### src/rtl/td4p_pkg.sv
// Shared types for the td4p accumulator core: opcode map, FSM states and
// the jump-resolution helper used by the ALU.
package td4p_pkg;

  localparam int unsigned OPC_W = 4;

  typedef enum logic [OPC_W-1:0] {
    OP_ADD_A     = 4'b0000,
    OP_MOV_A_B   = 4'b0001,
    OP_IN_A      = 4'b0010,
    OP_MOV_A_IMM = 4'b0011,
    OP_MOV_B_A   = 4'b0100,
    OP_ADD_B     = 4'b0101,
    OP_IN_B      = 4'b0110,
    OP_MOV_B_IMM = 4'b0111,
    OP_NOP       = 4'b1000,
    OP_OUT_B     = 4'b1001,
    OP_OUT_A     = 4'b1010,
    OP_OUT_IMM   = 4'b1011,
    OP_HALT      = 4'b1100,
    OP_JC        = 4'b1101,
    OP_JNC       = 4'b1110,
    OP_JMP       = 4'b1111
  } opcode_e;

  typedef enum logic [1:0] {
    S_FETCH = 2'b00,
    S_EXEC  = 2'b01,
    S_HALT  = 2'b10
  } state_e;

  // True when the instruction redirects IP to its immediate, given the pre-EXEC carry.
  function automatic logic takes_jump(input opcode_e op, input logic cf);
    logic taken;
    taken = 1'b0;
    case (op)
      OP_JMP:  taken = 1'b1;
      OP_JNC:  taken = ~cf;
      OP_JC:   taken = cf;
      default: taken = 1'b0;
    endcase
    return taken;
  endfunction

endpackage

### src/rtl/td4p_alu.sv
// Combinational execute stage: next A/B/CF, OUT write and jump decision
// for the instruction currently held in IR.
module td4p_alu
  import td4p_pkg::*;
#(
  parameter int unsigned DATA_W = 4
) (
  input  opcode_e             opcode,
  input  logic [DATA_W-1:0]   a,
  input  logic [DATA_W-1:0]   b,
  input  logic [DATA_W-1:0]   imm,
  input  logic [DATA_W-1:0]   io_in,
  input  logic                cf,
  output logic [DATA_W-1:0]   next_a,
  output logic [DATA_W-1:0]   next_b,
  output logic                next_cf,
  output logic                out_we,
  output logic [DATA_W-1:0]   out_val,
  output logic                jump_taken
);

  localparam int unsigned SUM_W = DATA_W + 1;

  logic [SUM_W-1:0] sum_a;
  logic [SUM_W-1:0] sum_b;

  // Carry-out lands in the top bit of the widened sums.
  assign sum_a = SUM_W'(a) + SUM_W'(imm);
  assign sum_b = SUM_W'(b) + SUM_W'(imm);

  assign jump_taken = takes_jump(opcode, cf);

  always_comb begin
    next_a  = a;
    next_b  = b;
    next_cf = 1'b0;
    out_we  = 1'b0;
    out_val = '0;
    case (opcode)
      OP_ADD_A:     {next_cf, next_a} = sum_a;
      OP_ADD_B:     {next_cf, next_b} = sum_b;
      OP_MOV_A_IMM: next_a = imm;
      OP_MOV_B_IMM: next_b = imm;
      OP_MOV_A_B:   next_a = b;
      OP_MOV_B_A:   next_b = a;
      OP_IN_A:      next_a = io_in;
      OP_IN_B:      next_b = io_in;
      OP_OUT_B: begin
        out_we  = 1'b1;
        out_val = b;
      end
      OP_OUT_A: begin
        out_we  = 1'b1;
        out_val = a;
      end
      OP_OUT_IMM: begin
        out_we  = 1'b1;
        out_val = imm;
      end
      default: ;
    endcase
  end

endmodule

### src/rtl/td4p_core.sv
// td4p accumulator core: fetch/exec/halt sequencer, IP and architectural
// registers, with a request/ready instruction fetch port.
module td4p_core
  import td4p_pkg::*;
#(
  parameter  int unsigned DATA_W  = 4,
  parameter  int unsigned ADDR_W  = 4,
  localparam int unsigned INSTR_W = OPC_W + DATA_W
) (
  input  logic               clock,
  input  logic               reset,
  input  logic               run,
  output logic               mem_req,
  output logic [ADDR_W-1:0]  mem_addr,
  input  logic               mem_ready,
  input  logic [INSTR_W-1:0] mem_data,
  input  logic [DATA_W-1:0]  io_in,
  output logic [DATA_W-1:0]  io_out,
  output logic               io_out_strobe,
  output logic               halted
);

  state_e              state_q;
  state_e              state_d;
  logic [INSTR_W-1:0]  ir_q;
  logic [DATA_W-1:0]   a_q;
  logic [DATA_W-1:0]   b_q;
  logic                cf_q;
  logic [ADDR_W-1:0]   ip_q;
  logic [DATA_W-1:0]   out_q;
  logic                strobe_q;
  logic                halted_q;

  logic                ir_we;
  logic                exec_en;
  opcode_e             opcode;
  logic [DATA_W-1:0]   imm;
  logic [ADDR_W-1:0]   ip_inc;
  logic [ADDR_W-1:0]   ip_next;

  logic [DATA_W-1:0]   alu_a;
  logic [DATA_W-1:0]   alu_b;
  logic                alu_cf;
  logic                alu_out_we;
  logic [DATA_W-1:0]   alu_out_val;
  logic                alu_jump;

  assign opcode = opcode_e'(ir_q[INSTR_W-1 -: OPC_W]);
  assign imm    = ir_q[DATA_W-1:0];

  td4p_alu #(
    .DATA_W (DATA_W)
  ) u_alu (
    .opcode     (opcode),
    .a          (a_q),
    .b          (b_q),
    .imm        (imm),
    .io_in      (io_in),
    .cf         (cf_q),
    .next_a     (alu_a),
    .next_b     (alu_b),
    .next_cf    (alu_cf),
    .out_we     (alu_out_we),
    .out_val    (alu_out_val),
    .jump_taken (alu_jump)
  );

  // Jump targets are zero-extended or truncated to the address width by the cast.
  assign ip_inc = ip_q + ADDR_W'(1);

  always_comb begin
    ip_next = ip_inc;
    if (opcode == OP_HALT) begin
      ip_next = ip_q;
    end else if (alu_jump) begin
      ip_next = ADDR_W'(imm);
    end
  end

  // Next-state and fetch handshake; the request is qualified by reset so a
  // fetch in a reset cycle is abandoned.
  always_comb begin
    state_d = state_q;
    mem_req = 1'b0;
    ir_we   = 1'b0;
    exec_en = 1'b0;
    case (state_q)
      S_FETCH: begin
        mem_req = run & reset;
        if (mem_req && mem_ready) begin
          ir_we   = 1'b1;
          state_d = S_EXEC;
        end
      end
      S_EXEC: begin
        exec_en = 1'b1;
        state_d = (opcode == OP_HALT) ? S_HALT : S_FETCH;
      end
      S_HALT:  state_d = S_HALT;
      default: state_d = S_FETCH;
    endcase
  end

  always_ff @(posedge clock) begin
    if (!reset) begin
      state_q  <= S_FETCH;
      ir_q     <= '0;
      a_q      <= '0;
      b_q      <= '0;
      cf_q     <= 1'b0;
      ip_q     <= '0;
      out_q    <= '0;
      strobe_q <= 1'b0;
      halted_q <= 1'b0;
    end else begin
      state_q  <= state_d;
      halted_q <= (state_d == S_HALT);
      strobe_q <= exec_en & alu_out_we;
      if (ir_we) begin
        ir_q <= mem_data;
      end
      if (exec_en) begin
        a_q  <= alu_a;
        b_q  <= alu_b;
        cf_q <= alu_cf;
        ip_q <= ip_next;
        if (alu_out_we) begin
          out_q <= alu_out_val;
        end
      end
    end
  end

  assign mem_addr      = ip_q;
  assign io_out        = out_q;
  assign io_out_strobe = strobe_q;
  assign halted        = halted_q;

endmodule
### config.mk
export PLATFORM = sky130hd
export DESIGN_NAME = td4p_core
export DESIGN_NICKNAME = d
export VERILOG_FILES = /design/src/rtl/td4p_pkg.sv /design/src/rtl/td4p_alu.sv /design/src/rtl/td4p_core.sv
export SDC_FILE = /design/constraint.sdc
export NUM_CORES = 1
export LEC_CHECK = 0
export ABC_CLOCK_PERIOD_IN_PS = 1730
export BUFFER_PORTS_ARGS = -buffer_cell sky130_fd_sc_hd__buf_2
export CAP_MARGIN = 40
export CELL_PAD_IN_SITES_DETAIL_PLACEMENT = 1
export CELL_PAD_IN_SITES_GLOBAL_PLACEMENT = 1
export CORE_MARGIN = 3
export CORE_UTILIZATION = 39
export DETAILED_ROUTE_END_ITERATION = 6
export PLACE_DENSITY = 0.77
export SLEW_MARGIN = 20
export SYNTH_ARGS = -nofsm -noshare
export SYNTH_HDL_FRONTEND = slang
export SYNTH_SLANG_ARGS = --single-unit
### constraint.sdc
create_clock -name clock -period 1.73 [get_ports clock]
set_clock_uncertainty 0.05 [all_clocks]
set_input_delay 0.0865 -clock clock [delete_from_list [all_inputs] [get_ports clock]]
set_output_delay 0.0865 -clock clock [all_outputs]
set_load 0.02 [all_outputs]
==> results of run 1 <==
cell usage after synthesis, types with 3 or more instances:
master and number:
inv_1 8, ha_1 9, o21a_1 3, o21ai_0 8, clkbuf_1 6, o22ai_1 3, mux4_2 4, buf_2 4
and2_1 4, nand2_1 19, a21oi_1 13, nor2_1 8, mux2i_1 10, dfxtp_1 29, nor2b_1 13, o2111ai_1 5
nand3_1 15, a21boi_0 12
through the flow:
| step | instances | setup slack (ps) |
|---|---|---|
| floorplan | 204 | 9.69 |
| finish | 298 | 4.73 |
| detailed placement | 290 | -45.7 |
| global placement | 290 | 44.8 |
| CTS | 298 | 2.58 |
| global route | 298 | -108 |
power groups by stage:
stage,Combinational [mW],Clock [mW],Sequential [mW]
final,0.187,0.752,0.696
after global placement,0.169,0,0.708
after global routing,0.207,0.798,0.698
after detailed placement,0.173,0,0.709
after CTS,0.178,0.759,0.695
after floorplan,0.105,0,0.709
timing repair:
item,in CTS,in global routing
hold endpoints to repair,0,0
gates resized for setup,10,15
pin swaps,5,5
setup endpoints to repair,5,9
logic make-up (layout without fill, tap and decap cells):
kind of cell               Yosys count  after routing  share of synthesized area
muxes                               15             15                      0.111
AOI/OAI and AO/OA                   53             53                      0.195
adders and majority gates           11             11                     0.0840
and+or+nand+nor                     76             76                      0.243
DFF                                 29             29                      0.319
buffers and inverters               20             62                     0.0482
layer usage:
| layer | vias to the layer above | share of wire | global-route usage |
|---|---|---|---|
| met5 | - | 0 | 0 |
| met4 | 0 | 0.015 | 0.0573 |
| met3 | 9 | 0.062 | 0.0581 |
| met2 | 64 | 0.49 | 0.359 |
| met1 | 863 | 0.43 | 0.291 |
| li1 | 824 | - | - |
area by class of cell:
cell class | count | share of cell area
clock buffer | 7 | 0.0373
clock inverter | 1 | 0.0130
inverter | 8 | 0.0130
sequential | 29 | 0.256
timing repair buffer | 46 | 0.126
tap | 52 | 0.0281
multi-input combinational | 155 | 0.526
worst max-delay path by stage:
stage          slack (ps)  cells after the start  endpoint
2_1_floorplan          10                      5    b_q[1]
3_3_place_gp           40                      5    a_q[1]
3_5_place_dp          -50                      5    b_q[1]
4_1_cts                 3                      5    a_q[3]
5_1_grt              -110                      5    a_q[2]
6_report                5                      5    b_q[1]
registers in the layout, summed over array words and instances, names as in the netlist, 2 cells and up:
signal / count
a_q: 4
b_q: 4
io_out: 4
ir_q: 8
mem_addr: 4
state_q: 2
cells in the final DEF, fill, tap and decap left out, types with 2 or more instances in the layout:
cell,instances
a21boi_0,10
a21boi_1,2
a21oi_1,12
a31oi_1,2
a41o_1,2
and2_1,4
and4bb_2,2
buf_2,26
buf_4,19
clkbuf_8,6
dfxtp_1,22
dfxtp_2,6
ha_1,7
ha_4,2
inv_1,7
mux2i_1,10
mux4_2,4
nand2_1,19
nand2b_1,2
nand3_1,14
nor2_1,7
nor2b_1,13
o2111ai_1,5
o21a_1,3
o21ai_0,8
o22ai_1,2
or2_2,2
or4b_4,2
worst max-delay path: stages (launching register included):
cell and delay (ps):
dfxtp_4 370, ha_4 160, inv_2 50, fa_2 420
mux4_2 480, a21oi_2 140
==> impl_metrics.py, run 1 <==
metrics = {
    "finish": {
        "utilization": 0.524,
        "antennaDiodeCount": 0,
        "seq_area_um2": 592,
        "multi_input_area_um2": 1220,
        "fin_nets": 272,
        "syn_to_final_growth_pct": 27.3,
        "drive_above_1_share": 0.341,
        "fill_cells": 530,
        "final_cell_area_um2": 2310,
    },
    "pwr": {
        "switchingPower_mw": 0.401,
        "p_per_area_nw_per_um2": 706,
        "p_leak_nw": 0.943,
        "p_seq_frac": 0.426,
        "comb_power_share": 0.115,
        "ir_drop_mv": 0.379,
        "intPower_mw": 1.23,
        "total_power_mw": 1.64,
        "clock_power_share": 0.460,
        "swShare": 0.245,
    },
    "placed_design": {
        "gp_congestion": 0.860,
        "portBuffers": 26,
        "hpwl_mm": 3.77,
        "placed_area_um2": 2120,
    },
    "run_status": {
        "violations": "hold timing",
        "status": "finished, violations left",
    },
    "synthesis": {
        "ys_top_cells_by_area": "dfxtp_1 (32%), ha_1 (6.2%), mux2i_1 (5.5%), a21boi_0 (5.0%), mux4_2 (5.0%)",
        "synth_ff_type": "dfxtp_1",
        "yosysTopAreaCellShare": 0.319,
        "syn_inst": 204,
        "ys_seq_area_frac": 0.319,
        "syn-num-nets": 231,
        "synth_cell_types": 42,
        "ys_ff_latch": 29,
        "syn-cell-area_um2": 1820,
        "yosysTopAreaCell": "dfxtp_1",
        "synth_edf_count": 0,
        "yosysWarnings": 0,
        "ys_async_sr_fraction": 0,
        "syn-mean-instance-area_um2": 8.91,
    },
    "worst_setup_path": {
        "cp-end-kind": "flop",
        "crit_path_start": "ir_q[0]",
        "worstPathArrival_ps": 1900,
        "crit_required_ps": 1910,
        "cp_max_fo": 3,
        "r2r-end": "b_q[1]",
        "startpoint_type": "flop",
        "critical_path_class": "flop to flop",
        "ff2ff_path_depth": 5,
        "ff2ff_setup_slack_ps": 5,
        "r2r_start": "ir_q[0]",
    },
    "routing": {
        "vias": 1760,
        "drt_iter0_markers": 113,
        "routed_wl_mm": 5.68,
        "postRouteAntennaNets": 0,
        "firstDrtPassIters": 4,
        "wl_per_cell_um": 19.1,
        "routed_via_density": 5.91,
        "drc": 0,
    },
    "floorplan": {
        "dieArea_um2": 5520,
        "fp.dieW_um": 74.3,
        "coreArea_um2": 4410,
        "start_util": 0.412,
        "die_y_um": 74.3,
        "num_rows": 24,
        "ios": 27,
    },
    "sta": {
        "max_slew_margin": 0.680,
        "rsz0062_at_grt": "yes",
        "hold_ws_ps": -2.29,
        "slew_viol_final": 0,
        "min_period_ps": 1730,
        "final.setup.tns_ps": 0,
        "finalCritPeriodShare": 0.997,
        "setup_viol": 0,
        "clock.fmax_mhz": 580,
        "hold_viol_final": 1,
        "worstMarginPinSlew_ps": 480,
    },
    "flow_run": {
        "cap_viol_max_count": 0,
    },
    "min_path": {
        "whs_path_depth": 3,
        "hold_end": "ir_q[6]",
        "hold_path.class": "primary input to flop",
        "hp-start": "mem_data[6]",
    },
    "grt": {
        "grt.total_usage": 0.220,
        "antenna_found_initial": 0,
        "grt_max_degree": 35,
        "overflow": 0,
        "grt_pass1_vias": 1771,
        "grt_pass1_wl_mm": 9.16,
    },
    "clock_network": {
        "ctsHoldBuffers": 0,
        "clockBufferDepth": 2,
        "h-tree-depth": 2,
        "cts_setup_buffers": 0,
        "cts_made_buffers": 5,
        "cts_tree": "done",
        "path_clk_slew_ps": 70,
        "cts_root_buf": "clkbuf_8",
        "clock_sinks": 29,
        "worstSkewPairLatency_ps": 290,
    },
}
Note: power is estimated with default switching activity, not from simulation.
==> inputs of run 2 (changes only) <==
Settings changed: SETUP_SLACK_MARGIN set to 0.4.
==> run 2 against run 1 <==
Net effect:
- the run ends with setup timing left
- sequential power is essentially flat
- worst setup slack worse by 110 ps
- fmax decreased by 6.1%
- design area rose by 31%
==> impl_metrics.py, run 2 (synthesis results as in run 1) <==
metrics = {
    "pwr": {
        "p_per_area_nw_per_um2": 544,
        "clock_power_share": 0.367,
        "switchingPower_mw": 0.539,
        "comb_power_share": 0.210,
        "swShare": 0.327,
        "p_seq_frac": 0.423,
        "ir_drop_mv": 0.508,
        "intPower_mw": 1.11,
        "p_leak_nw": 1.17,
    },
    "sta": {
        "setup_viol": 4,
        "rsz0062_at_grt": "yes",
        "finalCritPeriodShare": 1.06,
        "final.setup.tns_ps": -309,
        "worstMarginPinSlew_ps": 547,
        "min_period_ps": 1840,
        "max_slew_margin": 0.635,
        "slew_viol_final": 0,
        "finalWorstSetupSlack_ps": -108,
        "clock.fmax_mhz": 544,
        "hold_viol_final": 0,
        "hold_ws_ps": 10.9,
    },
    "floorplan": {
        "num_rows": 24,
        "dieArea_um2": 5520,
        "coreArea_um2": 4410,
        "die_y_um": 74.3,
        "ios": 27,
        "start_util": 0.412,
        "fp.dieW_um": 74.3,
    },
    "clock_network": {
        "cts_tree": "done",
        "h-tree-depth": 2,
        "cts_root_buf": "clkbuf_8",
        "path_clk_slew_ps": 90,
        "clock_sinks": 29,
        "worstSkewPairLatency_ps": 300,
        "clockBufferDepth": 2,
        "cts_made_buffers": 5,
    },
    "grt": {
        "grt.total_usage": 0.293,
        "grt_pass1_wl_mm": 11.9,
        "antenna_found_initial": 0,
        "overflow": 0,
        "grt_pass1_vias": 2107,
        "grt_max_degree": 23,
    },
    "routing": {
        "drc": 0,
        "firstDrtPassIters": 6,
        "routed_via_density": 6.78,
        "wl_per_cell_um": 31.6,
        "vias": 2229,
        "drt_iter0_markers": 247,
        "postRouteAntennaNets": 0,
        "routed_wl_mm": 10.4,
    },
    "finish": {
        "top_register": "ir_q",
        "drive_above_1_share": 0.635,
        "syn_to_final_growth_pct": 66.6,
        "final_cell_count_no_fill": 329,
        "fill_cells": 444,
        "seq_area_um2": 617,
        "most-common-layout-cells": "buf_4 (26), buf_2 (25), buf_6 (20)",
        "largest_reg_flops": 8,
        "fin_nets": 303,
        "antennaDiodeCount": 0,
        "multi_input_area_um2": 1620,
        "final_common_cell": "buf_4",
    },
    "worst_setup_path": {
        "cpPeakStageDelay_ps": 390,
        "startpoint_type": "flop",
        "cp_top_family": "compound AO/OA/AOI/OAI gates",
        "slowest_stage": "dfxtp_4",
        "cp-end-kind": "flop",
        "path_buf_inv": 1,
        "cp_max_fo": 3,
        "worstPathArrival_ps": 2000,
        "critical_path_class": "flop to flop",
        "crit_required_ps": 1890,
        "path_cells": "ha_4 -> inv_2 -> fa_2 -> nor2b_4 -> o32ai_2 -> o2111ai_2 -> a21boi_2",
    },
    "placed_design": {
        "portBuffers": 26,
        "pre_cts_ws_ps": 38.5,
        "hpwl_mm": 3.85,
        "placed_cells": 289,
        "gp_congestion": 0.904,
    },
    "min_path": {
        "hold_path.class": "primary input to flop",
    },
    "flow_run": {
        "cap_viol_max_count": 0,
    },
    "run_status": {
        "status": "finished, violations left",
        "violations": "setup timing",
    },
}
-- run 2: cell types whose count changed in the layout (fill, tap and decap cells not counted), sizes merged --
cell / previous run / this run
bufinv: 1 / 0
clkinvlp: 0 / 1
buf: 46 / 74
clkbuf: 7 / 5
dlygate4sd3: 0 / 2
clkinv: 0 / 2
nand2: 19 / 20
-- run 2: repair_timing --
| item | CTS | global route |
|---|---|---|
| hold endpoints to repair | 2 | 0 |
| cloned | 0 | 1 |
| hold buffers | 2 | 0 |
| pin swaps | 21 | 31 |
| endpoints found under the setup margin | 30 | 28 |
| gates resized for setup | 64 | 75 |
| setup buffers | 18 | 11 |
-- run 2: area by class of cell --
type                            count  area share
Sequential cell                    29       0.204
Multi-Input combinational cell    156       0.535
Clock inverter                      3     0.00578
Timing Repair Buffer               76       0.202
Inverter                            8     0.00991
Clock buffer                        5      0.0227
Tap cell                           52      0.0215
-- run 2: final timing paths --
kind / from / slack [ps] / end / depth (start not counted)
min reg2reg: mem_addr[3] / 490 / mem_addr[3] / 2
min: mem_data[5] / 10 / ir_q[5] / 3
max: ir_q[0] / -110 / a_q[2] / 7
max reg2reg: ir_q[0] / -110 / a_q[2] / 7
-- run 2: routing by layer --
metal,up-vias,wire length (um),track usage
li1,891,-,-
met1,1104,4010,0.363
met2,168,4750,0.489
met3,66,919,0.0635
met4,0,714,0.132
met5,-,0,0
-- run 2: power by group through the flow --
stage	Combinational, mW	Clock [mW]	Sequential, mW
floorplan	0.115	0	0.712
global placement	0.172	0	0.713
detailed placement	0.177	0	0.714
CTS	0.225	0.575	0.692
global route	0.358	0.620	0.698
finish	0.347	0.605	0.697
-- run 2: through the flow --
stage / cell area (um2) / power [mW] / util
global placement: 2180 / 0.885 / 0.493
finish: 3030 / 1.65 / 0.686
detailed placement: 2180 / 0.890 / 0.493
floorplan: 1920 / 0.827 / -
CTS: 2620 / 1.49 / 0.593
global route: 3030 / 1.67 / 0.686
-- run 2: worst register-to-register path, delay by kind of cell, from the launching register on --
family                     cells  cell delay (ps)
AOI/OAI and AO/OA              3              570
adders and majority gates      2              550
DFF                            1              390
and+or+nand+nor                1              160
buffers and inverters          1               50
